$ cat src/rtl/seq_window_counter_if.sv
// Bundles the serial-input qualification and window-count results of seq_window_counter.
// The master drives the stream; the slave (the counter) reports window status and count.
interface seq_window_counter_if #(
    parameter int CNT_W = 7
);
    logic             in_i;
    logic             in_valid_i;
    logic             clear_i;
    logic             active_o;
    logic             done_o;
    logic [CNT_W-1:0] count_o;
    logic             overflow_o;

    modport master (
        output in_i, in_valid_i, clear_i,
        input  active_o, done_o, count_o, overflow_o
    );

    modport slave (
        input  in_i, in_valid_i, clear_i,
        output active_o, done_o, count_o, overflow_o
    );
endinterface

$ cat src/rtl/seq_window_counter.sv
// Serial pattern-window counter: START opens a window, CNT_PAT matches are counted
// with saturation, STOP closes it. Feeds the two-digit 7-segment display path.
module seq_window_counter #(
    parameter int               PAT_W     = 4,
    parameter logic [PAT_W-1:0] START_PAT = 4'b1001,
    parameter logic [PAT_W-1:0] STOP_PAT  = 4'b1001,
    parameter logic [PAT_W-1:0] CNT_PAT   = 4'b0110,
    parameter int               CNT_W     = 7,
    parameter int               CNT_MAX   = 99,
    parameter int               REARM     = 0
) (
    input  logic                clk,
    input  logic                reset,
    seq_window_counter_if.slave bus
);
    localparam int               FILL_W    = $clog2(PAT_W);
    localparam logic [FILL_W-1:0] FILL_FULL = FILL_W'(PAT_W - 1);
    localparam logic [CNT_W-1:0]  CNT_SAT   = CNT_W'(CNT_MAX);

    typedef enum logic [1:0] {
        ST_IDLE,
        ST_ACTIVE,
        ST_DONE
    } state_t;

    state_t            state_q, state_d;
    logic [PAT_W-1:0]  history_q, history_d;
    logic [FILL_W-1:0] fill_q, fill_d;
    logic [CNT_W-1:0]  count_q, count_d;
    logic              overflow_q, overflow_d;
    logic              done_q, done_d;

    logic [PAT_W-1:0]  win;
    logic              eligible;
    logic              stop_hit;

    always_ff @(posedge clk or negedge reset) begin
        if (!reset) begin
            state_q    <= ST_IDLE;
            history_q  <= '0;
            fill_q     <= '0;
            count_q    <= '0;
            overflow_q <= 1'b0;
            done_q     <= 1'b0;
        end else begin
            state_q    <= state_d;
            history_q  <= history_d;
            fill_q     <= fill_d;
            count_q    <= count_d;
            overflow_q <= overflow_d;
            done_q     <= done_d;
        end
    end

    // The match window includes the sample being taken on this edge.
    always_comb begin
        state_d    = state_q;
        history_d  = history_q;
        fill_d     = fill_q;
        count_d    = count_q;
        overflow_d = overflow_q;
        stop_hit   = 1'b0;
        win        = {history_q[PAT_W-2:0], bus.in_i};
        eligible   = bus.in_valid_i && (fill_q == FILL_FULL);

        if (bus.clear_i) begin
            state_d    = ST_IDLE;
            history_d  = '0;
            fill_d     = '0;
            count_d    = '0;
            overflow_d = 1'b0;
        end else if (bus.in_valid_i) begin
            history_d = win;
            if (fill_q != FILL_FULL) begin
                fill_d = FILL_W'(fill_q + 1'b1);
            end
            if (eligible) begin
                case (state_q)
                    ST_IDLE: begin
                        // The opening window is consumed here and never counted or treated as STOP.
                        if (win == START_PAT) begin
                            state_d    = ST_ACTIVE;
                            count_d    = '0;
                            overflow_d = 1'b0;
                        end
                    end
                    ST_ACTIVE: begin
                        if (win == CNT_PAT) begin
                            if (count_q < CNT_SAT) begin
                                count_d = CNT_W'(count_q + 1'b1);
                            end else begin
                                overflow_d = 1'b1;
                            end
                        end
                        if (win == STOP_PAT) begin
                            state_d  = (REARM != 0) ? ST_IDLE : ST_DONE;
                            stop_hit = 1'b1;
                        end
                    end
                    default: begin
                    end
                endcase
            end
        end

        done_d = (REARM != 0) ? stop_hit : (state_d == ST_DONE);
    end

    assign bus.active_o   = (state_q == ST_ACTIVE);
    assign bus.done_o     = done_q;
    assign bus.count_o    = count_q;
    assign bus.overflow_o = overflow_q;
endmodule

$ cat src/flat_wrapper.sv
// flat-port wrapper written by rule: the top's interface ports become plain ports
module seq_window_counter_flat 
#(
    parameter int               PAT_W     = 4,
    parameter logic [PAT_W-1:0] START_PAT = 4'b1001,
    parameter logic [PAT_W-1:0] STOP_PAT  = 4'b1001,
    parameter logic [PAT_W-1:0] CNT_PAT   = 4'b0110,
    parameter int               CNT_W     = 7,
    parameter int               CNT_MAX   = 99,
    parameter int               REARM     = 0
)
  (clk, reset, bus_in_i, bus_in_valid_i, bus_clear_i, bus_active_o, bus_done_o, bus_count_o, bus_overflow_o);
  seq_window_counter_if #(.CNT_W(CNT_W)) bus_i ();
  input  logic clk;
  input  logic reset;
  input wire logic [$bits(bus_i.in_i)-1:0] bus_in_i;
  input wire logic [$bits(bus_i.in_valid_i)-1:0] bus_in_valid_i;
  input wire logic [$bits(bus_i.clear_i)-1:0] bus_clear_i;
  output wire logic [$bits(bus_i.active_o)-1:0] bus_active_o;
  output wire logic [$bits(bus_i.done_o)-1:0] bus_done_o;
  output wire logic [$bits(bus_i.count_o)-1:0] bus_count_o;
  output wire logic [$bits(bus_i.overflow_o)-1:0] bus_overflow_o;
  assign bus_i.in_i = bus_in_i;
  assign bus_i.in_valid_i = bus_in_valid_i;
  assign bus_i.clear_i = bus_clear_i;
  assign bus_active_o = bus_i.active_o;
  assign bus_done_o = bus_i.done_o;
  assign bus_count_o = bus_i.count_o;
  assign bus_overflow_o = bus_i.overflow_o;
  seq_window_counter #(.PAT_W(PAT_W), .START_PAT(START_PAT), .STOP_PAT(STOP_PAT), .CNT_PAT(CNT_PAT), .CNT_W(CNT_W), .CNT_MAX(CNT_MAX), .REARM(REARM)) u_core (.clk(clk), .reset(reset), .bus(bus_i));
endmodule
$ cat config.mk
export PLATFORM = sky130hd
export DESIGN_NAME = seq_window_counter_flat
export DESIGN_NICKNAME = d
export VERILOG_FILES = /design/src/rtl/seq_window_counter_if.sv /design/src/rtl/seq_window_counter.sv /design/src/flat_wrapper.sv
export SDC_FILE = /design/constraint.sdc
export NUM_CORES = 1
export LEC_CHECK = 0
export CAP_MARGIN = 20
export CORE_MARGIN = 2
export CORE_UTILIZATION = 38
export DETAILED_ROUTE_END_ITERATION = 10
export GPL_TIMING_DRIVEN = 0
export SLEW_MARGIN = 15
export SYNTH_ARGS = -nofsm -noshare
export SYNTH_HDL_FRONTEND = slang
export SYNTH_SLANG_ARGS = --single-unit
$ cat constraint.sdc
create_clock -name clk -period 2.5 [get_ports clk]
set_input_delay 0.5 -clock clk [delete_from_list [all_inputs] [get_ports clk]]
set_output_delay 0.5 -clock clk [all_outputs]
set_load 0.03 [all_outputs]
# After elaboration in Yosys (flattened, before gate mapping)
# Cells that the tools add are included.
# op_classes
shifts,0
n_reduce_logical,9
add_sub_neg,2
n_eq_ne,10
n_mul,0
order_cmp,1
n_div,0
muxes,25
n_bitwise,0
# op_table
cell,count
2-to-1 mux 7 bit,6
2-to-1 mux 2 bit,8
case mux 7 bit (2 select lines),1
AND reduction 6 bit,2
inequality test 3 x 2 -> 1 bit (second input constant),3
adder 7 x 1 -> 7 bit (second input constant),1
< comparator 7 bit (second input constant),1
2-to-1 mux 1 bit,6
2-to-1 mux 3 bit,2
nonzero test 2 bit,3
equality test 2 bit (second input constant),2
equality test 4 x 3 -> 1 bit (second input constant),1
equality test 4 bit (second input constant),1
case mux 2 bit (2 select lines),1
inequality test 3 bit (second input constant),1
nonzero test 3 bit,1
adder 2 x 1 -> 2 bit (second input constant),1
equality test 2 x 1 -> 1 bit (second input constant),1
logical NOT 2 bit,1
inequality test 2 bit (second input constant),1
case mux 1 bit (2 select lines),1
AND reduction 2 bit,1
logical AND 1 bit,1
# word_totals
ram_bits,0
input_bits,5
register_bits,16
latchBits,0
n_memories,0
romBits,0

# Longest topological paths before layout
# Gate-level depths: netlist of run 1.
# depth
depth_word,7
mapped_depth,6
ltp_nobuf,6

# Least setup slack after synthesis of run 1
# OpenSTA, ideal clock, no wires.
# synth_timing
path_type,flip-flop to flip-flop
from,register u_core.count_q[0] (netlist: u_core.bus.count_o[0])
to,register u_core.count_q[0] (netlist: u_core.bus.count_o[0])
path_stages_with_launch,5
synth_period_minus_slack_ns,1.780
setup_ns,0.125
slack_ns,0.720
arrival_ns,1.655
cell_sequence,dfrtp_1 > a2111oi_0 > nor3_2 > nor3_4 > mux2_4
# synth_via
elab_chain_cells,7
# synth_lines
element,line,rtl
start: declaration,seq_window_counter.sv:29,"logic [CNT_W-1:0] count_q, count_d;"
start signal: assignment,seq_window_counter.sv:49,count_q <= count_d;
adder 7 x 1 -> 7 bit,seq_window_counter.sv:90,count_d = CNT_W'(count_q + 1'b1);
2-to-1 mux 7 bit,seq_window_counter.sv:89,if (count_q < CNT_SAT) begin
2-to-1 mux 7 bit,seq_window_counter.sv:88,if (win == CNT_PAT) begin
case mux 7 bit (2 select lines),seq_window_counter.sv:78,case (state_q)
2-to-1 mux 7 bit,seq_window_counter.sv:77,if (eligible) begin
2-to-1 mux 7 bit,seq_window_counter.sv:72,end else if (bus.in_valid_i) begin
2-to-1 mux 7 bit,seq_window_counter.sv:66,if (bus.clear_i) begin
# Several ways; a longest one is shown, not always the timed one. The select of a mux whose other input is x is not followed.
# A chain may end at the register's enable or synchronous reset.

# Worst setup path in the final report of run 1
# layout_timing
from,register u_core.state_q[0]
to,output bus_active_o
# layout_via
elab_chain_cells,1
# layout_lines
element,line,rtl
start: declaration,seq_window_counter.sv:26,"state_t state_q, state_d;"
start signal: assignment,seq_window_counter.sv:46,state_q <= state_d;
equality test 2 x 1 -> 1 bit,seq_window_counter.sv:109,assign bus.active_o = (state_q == ST_ACTIVE);
end: declaration,flat_wrapper.sv:19,output wire logic [$bits(bus_i.active_o)-1:0] bus_active_o;
# Every way passes these cells.

==> reports/metrics.cfg, run 1 <==
[status]
status=completed

[final_layout]
drive_gt1_share_pct=16.67
final_common_cell=nor2_1
multi_input_area_um2=491.7
final_cell_mix=nor2_1, dfrtp_1, clkdlybuf4s50_1
diodes=0
seqCellArea_um2=400.4
syn_to_final_growth_pct=21.93
layout.nets=110
fin_area_um2=1120
n_fill_cell=231

[pwr]
p_int_uw=370.2
powerDensity_nw_per_um2=430.3
comb_power_share_pct=9.1
pwr-share-clk_pct=35.8
irDropWorstVdd_v=0.0002192
pwr-share-seq_pct=55.1
swShare_pct=23.17
p_leak_uw=0.0004906
switching_power_uw=111.6

[clocking]
cts_made_buffers=3
clock_latency_ns=0.29
root_buffer=clkbuf_4
post-cts-setup-buffer-count=0
cts_sinks=16
cts_hold_buf=0
cts_tree=done
ctsResizeCount=0
clk_pin_slew_ns=0.09
cts.htree.levels=1
clk_path_buf_depth=2

[worst_setup_path]
crit_type=reg2out
crit_path_max_fanout=7
arrival_ns=1.56
cp_cell_sequence=buf_6 -> nor2b_1 -> clkdlybuf4s50_1
cpLargestDelayFamily=buffers and inverters
cp.required_ns=2.00
crit_path_start_kind=register
cp_slowest_stage_delay_ns=0.67
cp_num_buf_inv=2
crit_path_top_delay_cell=clkdlybuf4s50_1
endpoint_kind=output pin

[timing]
max_freq_ghz=0.4856
finalHoldWorstSlack_ns=0.5171
rsz0062_at_grt=false
tns_ns=0
relSlewSlack_pct=51.24
hold_viol_final=0
min_period_over_period_pct=82.37
setup_slack_ns=0.4407
tightestPinTransition_ns=0.7291
setup_violations=0
skew_ns=0.002223
drv_slew=0
finalCriticalPeriod_ns=2.059

[die]
start_util_pct=40.73
core-area_um2=2255
die-area_um2=2826
die_w_um=53.16
die_h_um=53.16
ios=15
rows=17

[yosys]
synthesis.nets=92
ys_seq_area_share_pct=43.60
ys_ff_latch=16
avgSynthCellArea_um2=10.80
netlist_area_um2=918.4
yosys_warnings=0
synth.distinct_cells=33
syn_inst=85

[placement]
routabilityCongestion=0.7510
portBuffers=13
dp_hpwl_um=1259
placed_cell_area_um2=1084
dp_slack_ns=0.1517

[global_routing]
grt_pass1_wl_um=3022
grt_max_degree=17
grt_overflow=0
grt_pass1_vias=669
track_usage_pct=15.11
antenna_found_initial=0

[routing]
totalWireLength_um=1696
via_per_inst=5.146
route.detailed.drc=0
routedWlPerCell_um=13.05
drt_iter0_drc=12
dr.pass1.iters=4
ant_nets=0
vias=669

[job]
cap_violations=0

[min_path]
hp-class=reg2reg

[final cells by class]
cell class | instances | share of cell area, %
repair buffers | 13 | 11.62
clock buffers | 4 | 3.240
flip-flops and latches | 16 | 35.75
well taps | 28 | 3.129
plain buffers | 3 | 2.011
inverters | 1 | 0.3352
multi-input cells | 65 | 43.91
[cells in the mapped netlist]
cell type  number  share of area [%]
a2111oi_0       1               0.95
a211oi_4        1                2.2
a21oi_1         3                1.6
a22o_1          1               0.95
a31o_1          2                1.9
a31o_2          1               0.95
a31oi_1         2                1.4
a41oi_1         1               0.95
and2_1          1               0.68
and4bb_2        2                2.7
buf_4           1               0.82
buf_6           1                1.2
clkbuf_1        1               0.41
dfrtp_1        16                 44
ha_1            2                2.7
inv_1           1               0.41
mux2_4          2                3.3
mux2i_1         6                6.5
nand2_1         7                2.9
nand2b_1        2                1.4
nand3_1         1               0.54
nand4_1         1               0.68
nor2_1         17                6.9
nor2b_1         2                1.4
nor3_2          1                1.1
nor3_4          1                1.8
nor4_1          1               0.68
nor4_4          1                2.3
o211a_1         1                1.1
o22ai_4         1                2.2
or2_1           1               0.68
or3b_4          1                1.2
xnor2_1         2                1.9
[sequential cells by signal, summed over array words and instances (netlist names)]
name,count
u_core.bus.done_o,1
u_core.bus.count_o,7
u_core.fill_q,2
u_core.bus.overflow_o,1
u_core.history_q,3
u_core.state_q,2
[final timing paths]
check / startpoint / to / slack (ns) / cells after the start
setup / recovery: u_core.state_q[0]$_DFF_PN0_ / bus_active_o / 0.44 / 3
hold / removal: u_core.bus.overflow_o$_DFFE_PN0P_ / u_core.bus.overflow_o$_DFFE_PN0P_ / 0.52 / 1
setup reg to reg: u_core.bus.count_o[0]$_DFFE_PN0P_ / u_core.bus.count_o[1]$_DFFE_PN0P_ / 0.65 / 4
hold reg to reg: u_core.bus.overflow_o$_DFFE_PN0P_ / u_core.bus.overflow_o$_DFFE_PN0P_ / 0.52 / 1
max in group asynchronous: reset / u_core.history_q[0]$_DFFE_PN0P_ / 1.41 / 1
min in group asynchronous: reset / u_core.bus.done_o$_DFF_PN0_ / 0.63 / 1
[layer usage]
layer  global-route usage, %  share of wire [%]
met4                   8.974                2.7
met5                       0                  0
met2                   21.88                 44
met1                   20.92                 49
met3                   2.542                4.1
[cells by family (layout without fill, tap and decap cells)]
kind of cell	count (synthesis)	after routing	synth area share (%)
and+or+nand+nor	39	39	24.93
muxes	8	8	9.810
adders and majority gates	2	2	2.724
DFF	16	16	43.60
AOI/OAI and AO/OA	14	14	14.17
xor gates and xnor gates	2	2	1.908
buffers and inverters	4	21	2.860
[power groups by stage]
stage / registers, uW / clock network, uW / logic, uW
CTS: 266 / 180 / 44.9
finish: 266 / 172 / 43.9
global route: 267 / 197 / 49.9
global placement: 271 / 0 / 43.9
detailed placement: 271 / 0 / 44.7
floorplan: 270 / 0 / 28.4
[through the flow]
step	utilization, %	instances	power, uW
final	49.67	130	481.9
after global routing	49.67	130	513.0
after CTS	49.67	130	490.5
after detailed placement	48.06	126	315.6
after global placement	48.06	126	314.4
after floorplan	-	85	298.5
No activity file was read; power rests on OpenSTA's default activity.
==> inputs of run 2 (changes only) <==
Clock period 2.5 ns to 1.7 ns, I/O delays scaled along.
==> run 2 against run 1 <==
Compared with the run above:
- the run now ends with setup timing left
- first-iteration DRC count fell by 67%
- wire length rose by 6.6%
- via count rose by 5.4%
- clock power rose by 13%
- largest power group unchanged
==> reports/metrics.cfg, run 2 (same netlist as run 1, synthesis figures left out) <==
[pwr]
p_leak_uw=0.0005769  ; was 0.0004906 uW
irDropWorstVdd_v=0.0003876  ; was 0.0002192 V
power_uw=650.8  ; was 481.9 uW
powerDensity_nw_per_um2=550.4  ; was 430.3 nW/um^2

[routing]
dr.pass1.iters=4  ; unchanged
vias=705  ; was 669
totalWireLength_um=1808  ; was 1696 um
drt_iter0_drc=4  ; was 12
ant_nets=0  ; unchanged
route.detailed.drc=0  ; unchanged
via_per_inst=5.184  ; was 5.146
routedWlPerCell_um=13.29  ; was 13.05 um

[timing]
setup_slack_ns=-0.01098  ; was 0.4407 ns
skew_ns=0.003747  ; was 0.002223 ns
finalHoldWorstSlack_ns=0.3788  ; was 0.5171 ns
drv_slew=0  ; unchanged
setup_violations=2  ; was 0
rsz0062_at_grt=true  ; was false
finalCriticalPeriod_ns=1.711
min_period_over_period_pct=100.6
max_freq_ghz=0.5845
hold_viol_final=0  ; unchanged
relSlewSlack_pct=50.84  ; was 51.24%
tightestPinTransition_ns=0.7351  ; was 0.7291 ns

[global_routing]
grt_max_degree=17  ; unchanged
track_usage_pct=15.28  ; was 15.11%
grt_overflow=0  ; unchanged
grt_pass1_vias=677  ; was 669
antenna_found_initial=0  ; unchanged
grt_pass1_wl_um=3042  ; was 3022 um

[clocking]
cts_sinks=16  ; unchanged
root_buffer=clkbuf_4  ; unchanged
cts_made_buffers=3  ; unchanged
clk_path_buf_depth=2  ; unchanged
clock_latency_ns=0.28  ; was 0.29 ns
cts.htree.levels=1  ; unchanged
cts_tree=done  ; unchanged
cts_hold_buf=0  ; unchanged
clk_pin_slew_ns=0.09  ; about the same

[final_layout]
final_cell_mix=nor2_1, dfrtp_1, dlygate4sd2_1  ; was nor2_1, dfrtp_1, clkdlybuf4s50_1
layout.nets=117  ; was 110
final_common_cell=nor2_1  ; unchanged
largest_reg_flops=7  ; unchanged
diodes=0  ; unchanged
drive_gt1_share_pct=26.85  ; was 16.67%
fin_cells=136  ; was 130
syn_to_final_growth_pct=28.75  ; was 21.93%

[placement]
dp_hpwl_um=1255  ; was 1259 um
dp_cells=126  ; unchanged
portBuffers=13  ; unchanged
routabilityCongestion=0.7585  ; was 0.7510

[die]
die_h_um=53.16  ; unchanged
die_w_um=53.16  ; unchanged
ios=15  ; unchanged
rows=17  ; unchanged
core-area_um2=2255  ; unchanged
start_util_pct=40.73  ; unchanged
die-area_um2=2826  ; unchanged

[worst_setup_path]
r2r_slack_ns=-0.01  ; was 0.65 ns
cp.required_ns=1.88  ; was 2.00 ns
crit_type=reg2reg  ; was reg2out
crit_path_max_fanout=6  ; was 7
crit_path_start_kind=register  ; unchanged
arrival_ns=1.89  ; was 1.56 ns
r2r_cells=4  ; unchanged
endpoint_kind=register  ; was output pin

[status]
status=complete, but fails checks  ; was completed
failed_checks=setup timing

[job]
cap_violations=0  ; unchanged

[min_path]
hp-class=in2reg  ; was reg2reg
min_path_cells=3  ; was 1

[run 2: cell count changes in the layout (fill, tap and decap cells not counted), moves of 2 or more]
cell,before,now
clkdlybuf4s50_1,13,3
dlygate4sd2_1,0,9
buf_4,1,8
dfrtp_1,16,14
dfrtp_2,0,2
[run 2: layout make-up]
cell class | count | area [um^2]
Timing Repair Buffer | 20 | 173.9
Sequential cell | 16 | 402.9
Tap cell | 28 | 35.03
Fill cell | 238 | 1072
Multi-Input combinational cell | 65 | 521.8
Buffer | 3 | 22.52
Inverter | 1 | 3.754
Clock buffer | 3 | 22.52
[run 2: layer usage]
layer / routed length [um] / track usage [%] / share of wire (%) / vias up
met2: 853 / 23.54 / 47 / 9
met5: 0 / 0 / 0 / -
met3: 44 / 2.542 / 2.4 / 4
met4: 41 / 8.974 / 2.3 / 0
li1: - / - / - / 352
met1: 869 / 20.00 / 48 / 340
[run 2: metrics by stage]
stage | utilization (%) | TNS [ns] | worst slack, ns | instance area [um^2]
detailed placement | 48.34 | -3.374 | -0.4794 | 1090
CTS | 50.61 | -0.03241 | -0.01808 | 1141
global placement | 48.34 | -3.265 | -0.4668 | 1090
finish | 52.44 | -0.01910 | -0.01098 | 1182
floorplan | - | 0 | 0.02303 | 924.6
global route | 52.44 | -0.4861 | -0.1088 | 1182
[run 2: final timing paths]
kind | start | end
max in group asynchronous | reset | u_core.bus.count_o[0]$_DFFE_PN0P_
worst max-delay path | u_core.state_q[1]$_DFF_PN0_ | u_core.bus.count_o[0]$_DFFE_PN0P_
worst min-delay path | bus_in_valid_i | u_core.history_q[0]$_DFFE_PN0P_
min in group asynchronous | reset | u_core.state_q[0]$_DFF_PN0_
worst max register to register | u_core.state_q[1]$_DFF_PN0_ | u_core.bus.count_o[0]$_DFFE_PN0P_
worst min register to register | u_core.bus.count_o[6]$_DFFE_PN0P_ | u_core.bus.count_o[6]$_DFFE_PN0P_
[run 2: what timing repair did]
item	in CTS	in global routing
resized for setup	14	3
setup endpoints to repair	15	8
pin swaps	6	2
buffers inserted	3	4
[run 2: power breakdown]
group          leakage [uW]  switching [uW]  total, uW  internal [uW]
logic              0.000345            38.3       64.5           26.2
clock network     0.0000138             113        195           82.3
registers          0.000218            4.63        391            386
total              0.000577             156        651            495
[run 2: worst max-delay path, stage by stage (launching register included)]
cell     delay, ns
dfrtp_2       0.45
or3b_4        0.46
nor3_2        0.29
nor3_4        0.10
mux2_4        0.30
==> inputs of run 3 (changes only) <==
Settings changed: GPL_TIMING_DRIVEN 0 to default, HOLD_SLACK_MARGIN from default to 0.06.
==> run 3 against run 2 <==
Compared with the run above:
- the run now ends clean
- register-to-register slack better by 0.03 ns
- final cell count up 5.1%
- first-iteration DRC count rose to 3.5 times the previous value
- via count up 3.1%
- sequential power about the same
- power up 10%
- largest cell class unchanged
- largest power group unchanged
==> reports/metrics.cfg, run 3 (same netlist as run 1, synthesis figures left out) <==
[status]
status=completed  ; was complete, but fails checks

[placement]
portBuffers=14  ; was 13
dp_cells=135  ; was 126
dp_slack_ns=-0.3120  ; was -0.4794 ns
routabilityCongestion=0.7542  ; was 0.7585
dp_hpwl_um=1296  ; was 1255 um

[routing]
drt_iter0_drc=14  ; was 4
dr.pass1.iters=4  ; unchanged
vias=727  ; was 705
route.detailed.drc=0  ; unchanged
routedWlPerCell_um=12.25  ; was 13.29 um
via_per_inst=5.084  ; was 5.184
ant_nets=0  ; unchanged
totalWireLength_um=1752  ; was 1808 um

[pwr]
p_int_uw=555.2  ; was 494.9 uW
p_leak_uw=0.0006471  ; was 0.0005769 uW
powerDensity_nw_per_um2=581.3  ; was 550.4 nW/um^2
irDropWorstVdd_v=0.0005577  ; was 0.0003876 V
swShare_pct=22.65  ; was 23.96%
pwr-share-seq_pct=54.3  ; was 60.1%
switching_power_uw=162.6  ; was 155.9 uW
comb_power_share_pct=11.0  ; was 9.9%
pwr-share-clk_pct=34.7  ; was 30.0%

[final_layout]
fin_cells=143  ; was 136
layout.nets=123  ; was 117
drive_gt1_share_pct=29.57  ; was 26.85%
final_cell_mix=nor2_1, dfrtp_1, buf_4  ; was nor2_1, dfrtp_1, dlygate4sd2_1
diodes=0  ; unchanged
n_fill_cell=215  ; was 238
final_util_pct=54.77  ; was 52.44%
final_common_cell=nor2_1  ; unchanged
largest_reg_flops=7  ; unchanged
syn_to_final_growth_pct=34.47  ; was 28.75%

[min_path]
hp-class=in2async  ; was in2reg

[clocking]
clk_pin_slew_ns=0.09  ; about the same
cts.htree.levels=1  ; unchanged
clock_latency_ns=0.29  ; was 0.28 ns
root_buffer=clkbuf_4  ; unchanged
cts_made_buffers=3  ; unchanged
cts_hold_buf=0  ; unchanged
cts_tree=done  ; unchanged
cts_sinks=16  ; unchanged
clk_path_buf_depth=2  ; unchanged

[timing]
max_freq_ghz=0.5942  ; was 0.5845 GHz
drv_slew=0  ; unchanged
finalHoldWorstSlack_ns=0.3642  ; was 0.3788 ns
hold_viol_final=0  ; unchanged
rsz0062_at_grt=true  ; unchanged
setup_violations=0  ; was 2
tightestPinTransition_ns=0.3608  ; was 0.7351 ns
min_period_over_period_pct=99.00  ; was 100.6%
finalCriticalPeriod_ns=1.683  ; was 1.711 ns
tns_ns=0  ; was -0.01910 ns
setup_slack_ns=0.01693  ; was -0.01098 ns
relSlewSlack_pct=75.87  ; was 50.84%
skew_ns=0.001067  ; was 0.003747 ns

[die]
die_w_um=53.16  ; unchanged
die_h_um=53.16  ; unchanged
die-area_um2=2826  ; unchanged
ios=15  ; unchanged
rows=17  ; unchanged
start_util_pct=40.73  ; unchanged
core-area_um2=2255  ; unchanged

[worst_setup_path]
cp.required_ns=1.89  ; was 1.88 ns
reg2reg_from=u_core.state_q[1]$_DFF_PN0_  ; unchanged
arrival_ns=1.87  ; was 1.89 ns
crit_path_max_fanout=5  ; was 6
crit_type=reg2reg  ; unchanged
r2r_slack_ns=0.02  ; was -0.01 ns
crit_path_start_kind=register  ; unchanged
startpoint=u_core.state_q[1]$_DFF_PN0_  ; unchanged
endpoint_kind=register  ; unchanged

[global_routing]
busiest_layer=met2  ; unchanged
met2_usage_pct=22.29  ; was 23.54%
grtUsageMet1_pct=21.10  ; was 20.00%
grt_max_degree=17  ; unchanged
grt_pass1_vias=660  ; was 677
antenna_found_initial=0  ; unchanged
grtUsageMet3_pct=5.932  ; was 2.542%
grt_pass1_wl_um=3056  ; was 3042 um
grt_overflow=0  ; unchanged
track_usage_pct=15.29  ; was 15.28%

[job]
cap_violations=0  ; unchanged

==> run 3: through the flow <==
stage               area (um^2)  total power (uW)
finish                     1235             717.8
global route               1235             758.5
detailed placement         1160             473.0
global placement           1160             471.7
CTS                        1231             731.5
floorplan                 924.6             438.9
==> run 3: path summary, 6_finish.rpt <==
kind	end	cells past startpoint
worst max-delay path	u_core.bus.count_o[4]$_DFFE_PN0P_	5
worst min-delay path	u_core.fill_q[0]$_DFFE_PN0P_	2
worst max register to register	u_core.bus.count_o[4]$_DFFE_PN0P_	5
worst min register to register	u_core.bus.overflow_o$_DFFE_PN0P_	1
max in group asynchronous	u_core.bus.count_o[1]$_DFFE_PN0P_	2
min in group clk	u_core.history_q[0]$_DFFE_PN0P_	3
==> run 3: power groups by stage <==
| stage | clock network (uW) | logic [uW] | registers [uW] |
|---|---|---|---|
| after floorplan | 0 | 41.7 | 397 |
| after global placement | 0 | 73.7 | 398 |
| after detailed placement | 0 | 75.0 | 398 |
| after CTS | 259 | 83.1 | 390 |
| after global routing | 278 | 89.3 | 391 |
| final | 249 | 79.2 | 390 |
==> run 3: area by class of cell <==
type	instances	area, um^2	share of cell area (%)
multi-input cells	65	510.5	41.34
well taps	28	35.03	2.837
clock buffers	4	36.28	2.938
flip-flops and latches	16	400.4	32.42
repair buffers	29	249.0	20.16
inverters	1	3.754	0.3040
==> run 3: layer usage <==
layer / routed length (um) / up-vias
met2: 791 / 13
met1: 856 / 345
li1: - / 367
met4: 14 / 0
met5: 0 / -
met3: 89 / 2
==> run 3: repair_timing <==
action                                  4_1_cts  5_1_grt
pin swaps                                     3        3
resized for setup                            12        4
buffers inserted                              5        0
endpoints found under the setup margin       11        9
==> run 3: critical path: stages, from the launching register on <==
cell	delay [ns]
dfrtp_1	0.44
or3b_4	0.45
o22ai_4	0.26
nor4_4	0.10
buf_4	0.14
a31o_1	0.19
